==> src/rtl/jk_drive_ctrl_if.sv <==
// Command handshake for jk_drive_ctrl.
// master: command source (drives cmd_valid/cmd_op, sees cmd_ready).
// slave:  the sequencer (accepts commands, drives cmd_ready).
interface jk_drive_ctrl_if;
    logic       cmd_valid;
    logic [1:0] cmd_op;
    logic       cmd_ready;

    modport master (
        output cmd_valid,
        output cmd_op,
        input  cmd_ready
    );

    modport slave (
        input  cmd_valid,
        input  cmd_op,
        output cmd_ready
    );
endinterface

==> src/rtl/jk_drive_ctrl.sv <==
// jk_drive_ctrl: queued command sequencer for a master-slave JK flop.
// Pops hold/reset/set/toggle ops from a small FIFO, drives one-cycle
// J/K (Set/Reset) pulses, waits SETTLE cycles, then samples Qs.
//
// Ports:
//   clk, clear_n     clock, async active-low reset
//   cmd              handshake (cmd_valid, cmd_op, cmd_ready)
//   Set, Reset       registered J/K drive to the flop
//   ff_clear         registered active-high clear to the flop
//   Qs               flop slave output, sampled at end of settle
//   q_exp            expected flop state after last completed op
//   done, err        completion pulse, mismatch pulse
//   busy, level      FSM not idle, FIFO occupancy
//
// Optional: define JK_DRV_CHECK_EN to build the q_exp tracking and
// the Qs comparison; otherwise err and q_exp are tied low.
module jk_drive_ctrl #(
    parameter int DEPTH  = 4,
    parameter int SETTLE = 2
) (
    input  logic                   clk,
    input  logic                   clear_n,
    jk_drive_ctrl_if.slave         cmd,
    output logic                   Set,
    output logic                   Reset,
    output logic                   ff_clear,
    input  logic                   Qs,
    output logic                   q_exp,
    output logic                   done,
    output logic                   err,
    output logic                   busy,
    output logic [$clog2(DEPTH):0] level
);

    localparam int AW = $clog2(DEPTH);
    localparam int CW = (SETTLE > 1) ? $clog2(SETTLE) : 1;

    localparam logic [CW-1:0] CNT_LOAD = CW'(SETTLE - 1);
    localparam logic [AW:0]   FULL     = (AW + 1)'(DEPTH);
    localparam logic [AW:0]   L_ONE    = (AW + 1)'(1);
    localparam logic [AW-1:0] P_ONE    = AW'(1);

    typedef enum logic [1:0] {
        S_IDLE,
        S_ISSUE,
        S_SETTLE
    } state_e;

    state_e        state_q, state_d;
    logic [1:0]    mem_q [DEPTH];
    logic [AW-1:0] wr_q, wr_d;
    logic [AW-1:0] rd_q, rd_d;
    logic [AW:0]   level_q, level_d;
    logic          set_q, set_d;
    logic          rst_q, rst_d;
    logic          clr_q;
    logic          done_q, done_d;
    logic [CW-1:0] cnt_q, cnt_d;

    logic          full;
    logic          push;
    logic          pop;
    logic [1:0]    head_op;

    // Ready depends only on registered occupancy; a same-cycle pop
    // does not open a slot.
    assign full          = (level_q == FULL);
    assign cmd.cmd_ready = ~full;
    assign push          = cmd.cmd_valid & ~full;
    assign head_op       = mem_q[rd_q];

`ifdef JK_DRV_CHECK_EN
    logic exp_q, exp_d;
    logic qexp_q, qexp_d;
    logic err_q, err_d;
`endif

    always_comb begin
        state_d = state_q;
        set_d   = set_q;
        rst_d   = rst_q;
        cnt_d   = cnt_q;
        done_d  = 1'b0;
        pop     = 1'b0;
`ifdef JK_DRV_CHECK_EN
        exp_d   = exp_q;
        qexp_d  = qexp_q;
        err_d   = 1'b0;
`endif
        unique case (state_q)
            S_IDLE: begin
                if ((level_q != '0) && !clr_q) begin
                    pop     = 1'b1;
                    set_d   = head_op[1];
                    rst_d   = head_op[0];
                    state_d = S_ISSUE;
`ifdef JK_DRV_CHECK_EN
                    unique case (head_op)
                        2'b00:   exp_d = qexp_q;
                        2'b01:   exp_d = 1'b0;
                        2'b10:   exp_d = 1'b1;
                        default: exp_d = ~qexp_q;
                    endcase
`endif
                end
            end
            S_ISSUE: begin
                // Drop J/K after one cycle so a toggle fires once.
                set_d   = 1'b0;
                rst_d   = 1'b0;
                cnt_d   = CNT_LOAD;
                state_d = S_SETTLE;
            end
            S_SETTLE: begin
                if (cnt_q == '0) begin
                    done_d  = 1'b1;
                    state_d = S_IDLE;
`ifdef JK_DRV_CHECK_EN
                    // Track the intended state even when Qs disagrees.
                    err_d   = (Qs != exp_q);
                    qexp_d  = exp_q;
`endif
                end else begin
                    cnt_d = cnt_q - CW'(1);
                end
            end
            default: state_d = S_IDLE;
        endcase
    end

    always_comb begin
        wr_d    = push ? (wr_q + P_ONE) : wr_q;
        rd_d    = pop ? (rd_q + P_ONE) : rd_q;
        level_d = level_q;
        if (push && !pop) begin
            level_d = level_q + L_ONE;
        end else if (!push && pop) begin
            level_d = level_q - L_ONE;
        end
    end

    always_ff @(posedge clk or negedge clear_n) begin
        if (!clear_n) begin
            state_q <= S_IDLE;
            wr_q    <= '0;
            rd_q    <= '0;
            level_q <= '0;
            set_q   <= 1'b0;
            rst_q   <= 1'b0;
            clr_q   <= 1'b1;
            done_q  <= 1'b0;
            cnt_q   <= '0;
            for (int i = 0; i < DEPTH; i++) begin
                mem_q[i] <= 2'b00;
            end
        end else begin
            state_q <= state_d;
            wr_q    <= wr_d;
            rd_q    <= rd_d;
            level_q <= level_d;
            set_q   <= set_d;
            rst_q   <= rst_d;
            clr_q   <= 1'b0;
            done_q  <= done_d;
            cnt_q   <= cnt_d;
            if (push) begin
                mem_q[wr_q] <= cmd.cmd_op;
            end
        end
    end

`ifdef JK_DRV_CHECK_EN
    always_ff @(posedge clk or negedge clear_n) begin
        if (!clear_n) begin
            exp_q  <= 1'b0;
            qexp_q <= 1'b0;
            err_q  <= 1'b0;
        end else begin
            exp_q  <= exp_d;
            qexp_q <= qexp_d;
            err_q  <= err_d;
        end
    end

    assign q_exp = qexp_q;
    assign err   = err_q;
`else
    logic unused_qs;
    assign unused_qs = Qs;
    assign q_exp     = 1'b0;
    assign err       = 1'b0;
`endif

    assign Set      = set_q;
    assign Reset    = rst_q;
    assign ff_clear = clr_q;
    assign done     = done_q;
    assign busy     = (state_q != S_IDLE);
    assign level    = level_q;

endmodule

==> src/flat_wrapper.sv <==
// flat-port wrapper written by rule: the top's interface ports become plain ports
module jk_drive_ctrl_flat 
#(
    parameter int DEPTH  = 4,
    parameter int SETTLE = 2
)
  (clk, clear_n, Set, Reset, ff_clear, Qs, q_exp, done, err, busy, level, cmd_cmd_valid, cmd_cmd_op, cmd_cmd_ready);
  jk_drive_ctrl_if cmd_i ();
  input  logic clk;
  input  logic clear_n;
  output logic Set;
  output logic Reset;
  output logic ff_clear;
  input  logic Qs;
  output logic q_exp;
  output logic done;
  output logic err;
  output logic busy;
  output logic [$clog2(DEPTH):0] level;
  input wire logic [$bits(cmd_i.cmd_valid)-1:0] cmd_cmd_valid;
  input wire logic [$bits(cmd_i.cmd_op)-1:0] cmd_cmd_op;
  output wire logic [$bits(cmd_i.cmd_ready)-1:0] cmd_cmd_ready;
  assign cmd_i.cmd_valid = cmd_cmd_valid;
  assign cmd_i.cmd_op = cmd_cmd_op;
  assign cmd_cmd_ready = cmd_i.cmd_ready;
  jk_drive_ctrl #(.DEPTH(DEPTH), .SETTLE(SETTLE)) u_core (.clk(clk), .clear_n(clear_n), .cmd(cmd_i), .Set(Set), .Reset(Reset), .ff_clear(ff_clear), .Qs(Qs), .q_exp(q_exp), .done(done), .err(err), .busy(busy), .level(level));
endmodule
==> config.mk <==
export PLATFORM = sky130hd
export DESIGN_NAME = jk_drive_ctrl_flat
export DESIGN_NICKNAME = d
export VERILOG_FILES = /design/src/rtl/jk_drive_ctrl_if.sv /design/src/rtl/jk_drive_ctrl.sv /design/src/flat_wrapper.sv
export SDC_FILE = /design/constraint.sdc
export NUM_CORES = 1
export LEC_CHECK = 0
export CORE_ASPECT_RATIO = 1.4
export CORE_MARGIN = 8
export CORE_UTILIZATION = 30
export DETAILED_ROUTE_END_ITERATION = 6
export GPL_ROUTABILITY_DRIVEN = 0
export MAX_ROUTING_LAYER = met4
export SYNTH_ARGS = -nofsm -noshare
export SYNTH_HDL_FRONTEND = slang
export SYNTH_SLANG_ARGS = --single-unit
==> constraint.sdc <==
create_clock -name clk -period 5.6 [get_ports clk]
set_input_delay 0.56 -clock clk [delete_from_list [all_inputs] [get_ports clk]]
set_output_delay 0.56 -clock clk [all_outputs]
set_load 0.01 [all_outputs]
==> metrics.yaml <==
core_um2: 3820
yosys_warnings: 0
timing.final.crit_share: 0.435
synth_async_sr_flop_share: 1.00
m1WireLength_um: 866
chipHeight_um: 89.6
antenna_found_initial: 0
yosysSeqAreaShare: 0.475
synth_area_um2: 1160
clock_skew_ns: 0.00499
cts_tree: "built"
p_leak_nw: 0.606
critical_path.endpoint: "u_core.level[1]$_DFFE_PN0P_"
drv_slew: 0
finalHoldViolCount: 0
swShare: 0.354
yosysMostFrequentCell: "dfrtp_1"
diodes: 0
ir_worst_vdd_v: 0.000260
arrival_ns: 2.58
drive_above_1_share: 0.139
ys_dominant_reg_cell: "dfrtp_1"
cts_setup_buffers: 0
p_per_area_nw_per_um2: 540
num_rows: 27
grt_pass1_wl_mm: 3.59
setup_tns_ns: 0
drt_iter0_markers: 12
comb_power_share: 0.452
endpoint_kind: "flip-flop"
holdBufCountCts: 0
synth_top_area_frac: 0.453
synth_edf_count: 0
routed-wl-met2_mm: 1.03
grt_remaining_overflow: 0
fmax_ghz: 0.411
die_w_um: 68.6
wirelength_mm: 2.00
clkPwrFrac: 0.150
cts_max_path_buffers: 2
clock-sinks: 22
yosys-top-cells-area: "dfrtp_1 (45%), ha_1 (9.7%), mux2_1 (8.7%)"
timing.rr.start: "u_core.state_q[0]$_DFFE_PN0P_"
rsz0062_at_grt: "no"
dieArea_um2: 6150
grt_max_degree: 23
dr_wl_met3_um: 88
pre_cts_ws_ns: 3.09
critPathLaunch: "u_core.state_q[0]$_DFFE_PN0P_"
status: "complete, no violations"
critPathKind: "reg2reg"
reg2reg_slack_ns: 3.17
clock_latency_ns: 0.26
grt_pass1_vias: 768
p_int_mw: 0.480
nets: 125
dp_hpwl_mm: 1.59
worst_ep_required_time_ns: 5.74
cts_root_buf: "clkbuf_8"
ctsResizeCount: 0
setup_slack_ns: 3.17
synthTopCellsByCount: "dfrtp_1 (21), ha_1 (9), inv_1 (9), mux2_1 (9), nand2_1 (5)"
r2r-end: "u_core.level[1]$_DFFE_PN0P_"
min-delay-start: "u_core.cnt_q$_DFFE_PN0P_"
wl_per_cell_um: 13.3
initial_utilization: 0.304
fin_hold_ws_ns: 0.463
grt_usage: 0.0783
max_slew_margin: 0.347
syn_inst: 93
rr_worst_depth: 9
sequentialPowerShare: 0.399
setup_viol: 0
total_power_mw: 0.743
drv_cap: 0
hold_path_class: "reg2reg"
syn_avg_cell_area_um2: 12.5
cts_buffers: 3
vias: 695
cp-start-kind: "flip-flop"
synth-seq-cells: 22
min_period_ns: 2.43
ctsHtreeMaxLevel: 1
route.top_layer_used: "met4"
numPortBuffers: 13
worstMarginPinSlew_ns: 0.977
path_clk_slew_ns: 0.08
ys_types: 27
boundaryPins: 17
layout-area-overhead-vs-synth_pct: 18.5
crit_fanout: 8
drt.antenna.violating_nets: 0
synth_top_area_cell: "dfrtp_1"
via_per_inst: 4.60
switchingPower_mw: 0.263
drtPass1Iterations: 4
drc: 0
[metal layers]
metal | GRT usage | vias to the layer above
met3 | 0.0174 | 2
met5 | - | -
met4 | 0.0336 | 0
li1 | - | 338
met2 | 0.122 | 17
met1 | 0.0941 | 338
[worst min-delay path by stage]
stage,end,depth (start not counted)
after detailed placement,u_core.done$_DFF_PN0_,1
after CTS,u_core.done$_DFF_PN0_,1
after global routing,u_core.done$_DFF_PN0_,1
after floorplan,u_core.Reset$_DFFE_PN0P_,0
final,u_core.done$_DFF_PN0_,1
after global placement,u_core.done$_DFF_PN0_,1
[worst max-delay path: stages, from the launching register on]
cell and delay [ns]:
dfrtp_1 0.40, inv_1 0.11, ha_1 0.33, inv_1 0.13
nor3_1 0.31, inv_1 0.08, ha_1 0.22, inv_1 0.07
fa_1 0.40, mux2_2 0.27
[cells in the final DEF, fill, tap and decap left out]
cell type,count
clkdlybuf4s50_1,13
a21oi_1,1
xnor2_1,2
clkbuf_8,4
or3b_1,1
mux4_2,2
dfstp_2,1
or3_1,1
mux2_2,3
inv_1,9
dfrtp_1,21
mux2i_1,1
nand3_2,4
xor2_1,4
nand4b_1,2
nand2_2,1
conb_1,3
o211ai_1,2
a22o_1,1
fa_1,1
mux2_1,9
nor2b_1,2
nand2_1,5
nor2_1,3
ha_1,9
nor3_1,3
[flip-flops by register name, indices dropped and copies added (netlist names)]
name	cells
u_core.mem_q	8
u_core.Reset	1
u_core.Set	1
u_core.done	1
u_core.ff_clear	1
u_core.state_q	2
u_core.level	3
u_core.wr_q	2
u_core.rd_q	2
u_core.cnt_q	1
[power by group through the flow]
stage | logic [mW] | clock network (mW) | registers [mW]
floorplan | 0.244 | 0 | 0.291
global placement | 0.330 | 0 | 0.295
detailed placement | 0.341 | 0 | 0.301
CTS | 0.344 | 0.116 | 0.297
global route | 0.379 | 0.122 | 0.310
finish | 0.336 | 0.111 | 0.296
[final cells by class]
| cell class | count | area (um2) |
|---|---|---|
| tap | 43 | 53.8 |
| multi-input combinational | 60 | 552 |
| clock buffer | 4 | 55.1 |
| sequential | 22 | 552 |
| inverter | 9 | 33.8 |
| timing repair buffer | 13 | 130 |
| fill | 387 | 2440 |
[kinds of logic after synthesis]
kind of cell               after synthesis  synth area share
other                                    1           0.00323
xor gates and xnor gates                 6            0.0453
and+or+nand+nor                         22             0.117
AOI/OAI and AO/OA                        4            0.0248
muxes                                   15             0.164
adders and majority gates               10             0.114
DFF                                     22             0.475
buffers and inverters                   13            0.0560
[metrics by stage]
step	std cells	cell area (um2)	utilization
5_1_grt	151	1380	0.361
6_report	151	1380	0.361
3_3_place_gp	147	1320	0.346
4_1_cts	151	1380	0.361
3_5_place_dp	147	1320	0.346
2_1_floorplan	95	1170	-
(Power assumes the default switching activity.)
